### src/rtl/pc_seq_pkg.sv
// Shared types and default vectors for the ClassMIPS fetch-stage PC sequencer.
package pc_seq_pkg;

  localparam int          PC_W_DEF      = 32;
  localparam logic [31:0] RESET_VEC_DEF = 32'h0000_0000;
  localparam logic [31:0] EXC_VEC_DEF   = 32'h0000_0080;

  typedef enum logic [1:0] {
    BOOT  = 2'd0,
    FETCH = 2'd1,
    STALL = 2'd2
  } pc_state_t;

  typedef enum logic [1:0] {
    SRC_SEQ = 2'd0,
    SRC_BR  = 2'd1,
    SRC_JMP = 2'd2,
    SRC_EXC = 2'd3
  } pc_src_t;

endpackage

### src/rtl/pc_next_mux.sv
// Combinational priority select of the next fetch PC: exception > jump > branch > sequential.
module pc_next_mux
  import pc_seq_pkg::*;
#(
  parameter int              PC_W    = 32,
  parameter logic [PC_W-1:0] EXC_VEC = PC_W'(EXC_VEC_DEF)
) (
  input  logic            redirect_en_i,
  input  logic            exception_i,
  input  logic            jump_i,
  input  logic            branch_taken_i,
  input  logic            accept_i,
  input  logic [PC_W-1:0] fetch_pc_i,
  input  logic [PC_W-1:0] pc_i,
  input  logic [PC_W-1:0] jump_target_i,
  input  logic [PC_W-1:0] branch_offset_i,
  output logic [PC_W-1:0] next_pc_o,
  output pc_src_t         src_o
);

  localparam logic [PC_W-1:0] ONE = {{(PC_W-1){1'b0}}, 1'b1};

  always_comb begin
    next_pc_o = fetch_pc_i;
    src_o     = SRC_SEQ;
    if (redirect_en_i && exception_i) begin
      next_pc_o = EXC_VEC;
      src_o     = SRC_EXC;
    end else if (redirect_en_i && jump_i) begin
      next_pc_o = jump_target_i;
      src_o     = SRC_JMP;
    end else if (redirect_en_i && branch_taken_i) begin
      // Offset is two's complement, so plain modular addition sign-extends it.
      next_pc_o = pc_i + ONE + branch_offset_i;
      src_o     = SRC_BR;
    end else if (accept_i) begin
      next_pc_o = fetch_pc_i + ONE;
      src_o     = SRC_SEQ;
    end else begin
      next_pc_o = fetch_pc_i;
      src_o     = SRC_SEQ;
    end
  end

endmodule

### src/rtl/pc_sequencer.sv
// Fetch-stage PC sequencer: owns fetch_pc, drives the imem request handshake and
// hands accepted addresses to decode, applying stalls and branch/jump/exception redirects.
module pc_sequencer
  import pc_seq_pkg::*;
#(
  parameter int              PC_W      = 32,
  parameter logic [PC_W-1:0] RESET_VEC = PC_W'(RESET_VEC_DEF),
  parameter logic [PC_W-1:0] EXC_VEC   = PC_W'(EXC_VEC_DEF)
) (
  input  logic            clk,
  input  logic            reset,
  input  logic            stall_i,
  input  logic            branch_taken_i,
  input  logic [PC_W-1:0] branch_offset_i,
  input  logic            jump_i,
  input  logic [PC_W-1:0] jump_target_i,
  input  logic            exception_i,
  output logic            imem_req_o,
  output logic [PC_W-1:0] imem_addr_o,
  input  logic            imem_ready_i,
  output logic [PC_W-1:0] pc_o,
  output logic            pc_valid_o,
  output logic            flush_o,
  output logic [PC_W-1:0] epc_o
);

  pc_state_t       state_q;
  logic [PC_W-1:0] fetch_pc_q;
  logic [PC_W-1:0] pc_q;
  logic [PC_W-1:0] epc_q;
  logic            pc_valid_q;
  logic            flush_q;

  logic            redirect;
  logic            accept;
  logic [PC_W-1:0] next_pc_d;
  pc_src_t         src_d;

  // Redirects are only honoured against a valid instruction in decode.
  assign redirect   = pc_valid_q & (exception_i | jump_i | branch_taken_i);
  assign imem_req_o = (state_q == FETCH) & (redirect | ~stall_i);
  assign accept     = imem_req_o & imem_ready_i;

  pc_next_mux #(
    .PC_W    (PC_W),
    .EXC_VEC (EXC_VEC)
  ) u_next_mux (
    .redirect_en_i   (pc_valid_q),
    .exception_i     (exception_i),
    .jump_i          (jump_i),
    .branch_taken_i  (branch_taken_i),
    .accept_i        (accept),
    .fetch_pc_i      (fetch_pc_q),
    .pc_i            (pc_q),
    .jump_target_i   (jump_target_i),
    .branch_offset_i (branch_offset_i),
    .next_pc_o       (next_pc_d),
    .src_o           (src_d)
  );

  always_ff @(posedge clk or negedge reset) begin
    if (!reset) begin
      state_q    <= BOOT;
      fetch_pc_q <= RESET_VEC;
      pc_q       <= '0;
      pc_valid_q <= 1'b0;
      flush_q    <= 1'b0;
      epc_q      <= '0;
    end else begin
      flush_q <= 1'b0;
      case (state_q)
        BOOT: begin
          state_q <= FETCH;
        end
        FETCH, STALL: begin
          if (redirect) begin
            // Any same-cycle accept is dropped: the response belongs to the squashed path.
            fetch_pc_q <= next_pc_d;
            pc_valid_q <= 1'b0;
            flush_q    <= 1'b1;
            state_q    <= FETCH;
            if (src_d == SRC_EXC) begin
              epc_q <= pc_q;
            end
          end else if (stall_i) begin
            state_q <= STALL;
          end else if (state_q == STALL) begin
            state_q <= FETCH;
          end else begin
            fetch_pc_q <= next_pc_d;
            pc_valid_q <= accept;
            if (accept) begin
              pc_q <= fetch_pc_q;
            end
          end
        end
        default: begin
          state_q <= BOOT;
        end
      endcase
    end
  end

  assign imem_addr_o = fetch_pc_q;
  assign pc_o        = pc_q;
  assign pc_valid_o  = pc_valid_q;
  assign flush_o     = flush_q;
  assign epc_o       = epc_q;

endmodule

### config.mk
export PLATFORM = sky130hd
export DESIGN_NAME = pc_sequencer
export DESIGN_NICKNAME = d
export VERILOG_FILES = /design/src/rtl/pc_seq_pkg.sv /design/src/rtl/pc_next_mux.sv /design/src/rtl/pc_sequencer.sv
export SDC_FILE = /design/constraint.sdc
export NUM_CORES = 1
export LEC_CHECK = 0
export ABC_AREA = 1
export BUFFER_PORTS_ARGS = -buffer_cell sky130_fd_sc_hd__buf_2
export CORE_MARGIN = 1.5
export CORE_UTILIZATION = 50
export DETAILED_ROUTE_END_ITERATION = 8
export PLACE_DENSITY = 0.75
export SYNTH_ARGS = -nofsm -noshare
export SYNTH_HDL_FRONTEND = slang
export SYNTH_SLANG_ARGS = --single-unit
### constraint.sdc
create_clock -name clk -period 2.4 [get_ports clk]
set_input_delay 0.48 -clock clk [delete_from_list [all_inputs] [get_ports clk]]
set_output_delay 0.48 -clock clk [all_outputs]
set_load 0.01 [all_outputs]
* Yosys cells after proc, flatten, opt, wreduce, memory -nomap -nowiden
Cells that the tools add are included.
** Storage, ports and cells
- Register bits :: 100
- Latch bits :: 0
- Memory bits (writable) :: 0
- ROM bits :: 0
- Input bits :: 71
- Output and inout port bits :: 99
- Logic and storage cells :: 51
- Memories kept :: 0
** Operators by class
- $add $sub $neg :: 3
- Multipliers :: 0
- Div/mod/pow operators :: 0
- Magnitude comparators :: 0
- Equality and inequality tests :: 6
- Shift operators :: 0
- Multiplexer cells :: 19
- Bitwise operators :: 9
- Reductions and logical operators :: 8
** Operator list (count)
- $mux W32 :: 7
- $add A32 B1 Y32 const B :: 2
- $add A32 B32 Y32 :: 1
- $mux W2 :: 5
- $mux W1 :: 6
- $reduce_and A3 Y1 :: 2
- $reduce_and A5 Y1 :: 1
- $eq A2 B2 Y1 const B :: 2
- $ne A4 B4 Y1 const B :: 1
- $pmux W2 S2 :: 1
- $and A1 B1 Y1 :: 3
- $logic_and A1 B1 Y1 :: 3
- $not A1 Y1 :: 3
- $or A1 B1 Y1 :: 3
- $eq A2 B1 Y1 const B :: 1
- $logic_not A2 Y1 :: 1
- $ne A2 B1 Y1 const B :: 1
- $ne A2 B2 Y1 const B :: 1
- $reduce_or A2 Y1 :: 1

* Depth between registers and ports, before layout
- Depth in word-level cells :: 13
- Depth in mapped cells :: 18
- Depth with buffers taken out :: 18

* Modules after synthesis
Synthesis repeated with hierarchy kept, for this count alone.
** Second synthesis, totals
- Cells, all modules :: 1338
- Area, all modules :: 8272.9 um^2
** By module, submodules not included
- pc_sequencer :: times used 1, cells each 460, area an instance 4190.3 um^2, seq. area each 2502.4 um^2
- pc_next_mux :: times used 1, cells each 878, area an instance 4082.7 um^2, seq. area each 0.0 um^2

* Worst setup path after synthesis
OpenSTA, ideal clock, no wires.
- Path type :: input to register
- From :: input port branch_offset_i[0]
- To :: register fetch_pc_q[16], in the netlist imem_addr_o[16]
- Library setup time :: 130 ps
- Data arrival time :: 2114 ps
- Required time :: 2270 ps
- Slack :: 156 ps
- Cell stages on the path :: 15
- Path buffers :: 0
- Path through :: inv_1 -> ha_1 -> inv_1 -> fa_1 -> nand3_1 -> nand3_1 -> nand2_1 -> nand2_1 -> nand2_1 -> nand2_1 -> or2_2 -> nand3_1 -> nand3_1 -> nand2_1 -> o21ai_1
** Between the ends
- Word-level cells in the longest chain between the ends :: 7
** Ends and longest elaborated chain
- from (decl) :: line pc_sequencer.sv:14 : input logic [PC_W-1:0] branch_offset_i,
- $add A32 B32 Y32 (*) :: line pc_next_mux.sv:34 : next_pc_o = pc_i + ONE + branch_offset_i;
- $mux W32 (*) :: line pc_next_mux.sv:32 : end else if (redirect_en_i && branch_taken_i) begin
- $mux W32 (*) :: line pc_next_mux.sv:29 : end else if (redirect_en_i && jump_i) begin
- $mux W32 (*) :: line pc_next_mux.sv:26 : if (redirect_en_i && exception_i) begin
- $mux W32 :: line pc_sequencer.sv:87 : end else if (state_q == STALL) begin
- $mux W32 :: line pc_sequencer.sv:85 : end else if (stall_i) begin
- $mux W32 (*) :: line pc_sequencer.sv:76 : if (redirect) begin
- to (signal assigned) :: line pc_sequencer.sv:78 : fetch_pc_q <= next_pc_d;
- to (signal assigned) :: line pc_sequencer.sv:90 : fetch_pc_q <= next_pc_d;
- to (decl) :: line pc_sequencer.sv:28 : logic [PC_W-1:0] fetch_pc_q;
Every way passes the cells marked *; elsewhere a longest branch is shown, timed or not. The select of a mux whose other input is x is not followed.
A chain may end at the register's enable or synchronous reset.

* Final worst setup path
- From :: register pc_q[3], in the netlist pc_o[3]
- To :: register fetch_pc_q[17], in the netlist imem_addr_o[17]
** Between the ends
- Word-level cells in the longest chain between the ends :: 8
** Ends and longest elaborated chain
- from (decl) :: line pc_sequencer.sv:29 : logic [PC_W-1:0] pc_q;
- from (signal assigned) :: line pc_sequencer.sv:93 : pc_q <= fetch_pc_q;
- $add A32 B1 Y32 (*) :: line pc_next_mux.sv:34
- $add A32 B32 Y32 (*) :: line pc_next_mux.sv:34
- $mux W32 (*) :: line pc_next_mux.sv:32
- $mux W32 (*) :: line pc_next_mux.sv:29
- $mux W32 (*) :: line pc_next_mux.sv:26
- $mux W32 :: line pc_sequencer.sv:87
- $mux W32 :: line pc_sequencer.sv:85
- $mux W32 (*) :: line pc_sequencer.sv:76
Marks and branches as above.

==> impl_metrics.ini <==
[routing]
wirelength_mm = 24.7
drtIter0Drc = 692
routed_via_density = 5.27
ant_nets = 0
vias = 8250
wl_met3_mm = 1.84
drt-wirelength-per-cell_um = 15.8
met1_length_mm = 11.3
drcViolationCount = 0
maxUsedRoutingLayer = met4
drtPass1Iterations = 7
route.met2.wl_mm = 10.8

[yosys]
yosysMostFrequentCell = nand2_1
synth.largest_area_cell = dfrtp_1
synth_edf_count = 0
async_flop_share_pct = 100
synth_ff_type = dfrtp_1
synthTopCellsByArea = dfrtp_1, nand2_1, inv_1
netlist_area_mm2 = 0.00763
syn_inst = 1192
syn_area_per_cell_um2 = 6.40
yosys_warnings = 0
ys_seq_elements = 100
yosysTopAreaCellShare_pct = 32.8
yosysSeqAreaShare_pct = 32.8
synth_commonest_cells = nand2_1, inv_1, nor2_1
synthesis.nets = 1302
ys_types = 32

[critical_path]
rrSetupSlack_ns = 0.13
end_kind = flip-flop
slowest_delay_ns = 0.42
path_cells = ha_2 > nand2_1 > nor2_1 > nand2_1 > nand3b_1 > nand2_1 > nand2_1 > nand2_1 > nand3_1 > nand3_1 > nand2_1 > nand2_1 > nand2_1 > nand2_1
cp_num_buf_inv = 0
path_delay_family = simple AND/OR/NAND/NOR gates
slowest_stage = dfrtp_1
worst_path_most_repeated_cell = nand2_1
start_kind = flip-flop
crit_required_ns = 2.65
cp_max_fo = 6
arrival_ns = 2.52
critical_path_class = flip-flop to flip-flop

[place]
io_buffers = 169
place_congestion = 1.01
place_inst = 1545
hpwl_mm = 19.0

[timing]
hold_viol_final = 0
period_share_pct = 94.5
setup_viol = 0
max_freq_ghz = 0.441
tightest_slew_ns = 0.635
finalWorstPathRequiredPeriod_ns = 2.27
fin_skew_ns = 0.00668
rsz0062_at_grt = no
hold-worst-slack_ns = 0.161
finalMaxSlewViolations = 0
slew_headroom_pct = 57.7

[layout]
drive_above_1_share_pct = 19.0
fin_cells = 1565
area_growth_pct = 21.2
fillCellCount = 1423
diodes = 0
final_nets = 1486

[clock_network]
htree_levels = 3
clk_path_buf_depth = 2
holdBufCountCts = 0
cts_made_buffers = 9
clockRootBuffer = clkbuf_16
clkTransAtPathRegs_ns = 0.07
clock-sinks = 100
clock_latency_ns = 0.36
tritoncts = done

[global_routing]
overflow = 0
grt_max_degree = 101
grt_pass1_wl_mm = 39.7
antenna_found_initial = 0
grt_use_total_pct = 31.7
grt_pass1_vias = 7750

[die]
die_w_um = 127
start_util_pct = 51.9
io_pins = 170
rows = 44
core_mm2 = 0.0147
die_height_um = 127
dieArea_mm2 = 0.0160

[run]
maxCapViolations = 0

[hold_path]
min_path_type = input pin to asynchronous set/reset pin

[pwr]
p_leak_nw = 5.47
powerDensity_mw_per_mm2 = 1240
vdd_ir_drop_max_v = 0.000646

[outcome]
outcome = completed
## flip-flops by register name, indices dropped and copies added, names as in the netlist
register / flops
epc_o: 32
flush_o: 1
imem_addr_o: 32
pc_o: 32
pc_valid_o: 1
state_q: 2
## layer usage
layer  GRT usage (%)  up-vias
met2            48.9      334
met5               0        -
li1                -     4090
met1            44.5     3775
met4            11.9        0
met3            5.95       51
## final cells by class
type / count / area [µm²] / area share, %
Tap cell: 184 / 230 / 2.49
Inverter: 177 / 664 / 7.18
Timing Repair Buffer: 203 / 1140 / 12.3
Multi-Input combinational cell: 885 / 4370 / 47.3
Clock buffer: 10 / 229 / 2.48
Sequential cell: 100 / 2500 / 27.1
Clock inverter: 6 / 111 / 1.20
## logic make-up after synthesis
group           Yosys count  share of synthesized area (%)
mux                      24                           3.54
simple gates            666                           35.0
buf+inv                 207                           10.3
xor+xnor                 20                           2.30
fa+ha+maj                39                           6.49
flops                   100                           32.8
compound gates          136                           9.49
## final timing paths
check	start	end	cells past startpoint
worst min register to register	epc_o[28]$_DFFE_PN0P_	epc_o[28]$_DFFE_PN0P_	2
worst min-delay path	reset	epc_o[9]$_DFFE_PN0P_	2
worst max register to register	pc_o[3]$_DFFE_PN0P_	imem_addr_o[17]$_DFFE_PN0P_	14
min in group clk	jump_target_i[8]	imem_addr_o[8]$_DFFE_PN0P_	3
worst max-delay path	pc_o[3]$_DFFE_PN0P_	imem_addr_o[17]$_DFFE_PN0P_	14
max in group asynchronous	reset	pc_o[26]$_DFFE_PN0P_	2
## power breakdown
| part | internal, mW | switching [mW] |
|---|---|---|
| Clock | 1.02 | 0.704 |
| Combinational | 2.48 | 4.05 |
| Sequential | 2.42 | 0.796 |
| Total | 5.92 | 5.55 |
## timing repair
action / in CTS / in global routing
setup buffers: 0 / 4
gates resized for setup: 0 / 10
endpoints found under the setup margin: 0 / 17
## layout by cell type (no fill, tap or decap), drive strengths merged
master and instances:
or2 4, bufinv 3, clkinvlp 1, nand3 68, nand4 8, ha 38
clkinv 1, nand3b 3, a21oi 47, mux2 24, clkbuf 10, inv 178
xor2 17, o21ai 72, a22oi 1, fa 1, nor3 24, a21o 1
xnor2 3, o211ai 5, buf 203, o22ai 8, dfrtp 100, nand2 432
nor2 124, and2 3, o21bai 2
## per-stage QoR
stage	power [mW]	worst slack, ns	area (µm²)	utilization [%]	TNS (ns)
finish	11.5	0.133	9250	62.9	0
global route	12.5	0.00119	9250	62.9	0
CTS	11.3	0.00714	9190	62.5	0
detailed placement	9.57	-0.157	8850	60.2	-0.650
global placement	9.44	-0.0999	8850	60.2	-0.216
floorplan	7.19	0.156	7630	-	0
Power figures use the tool's default switching activity.
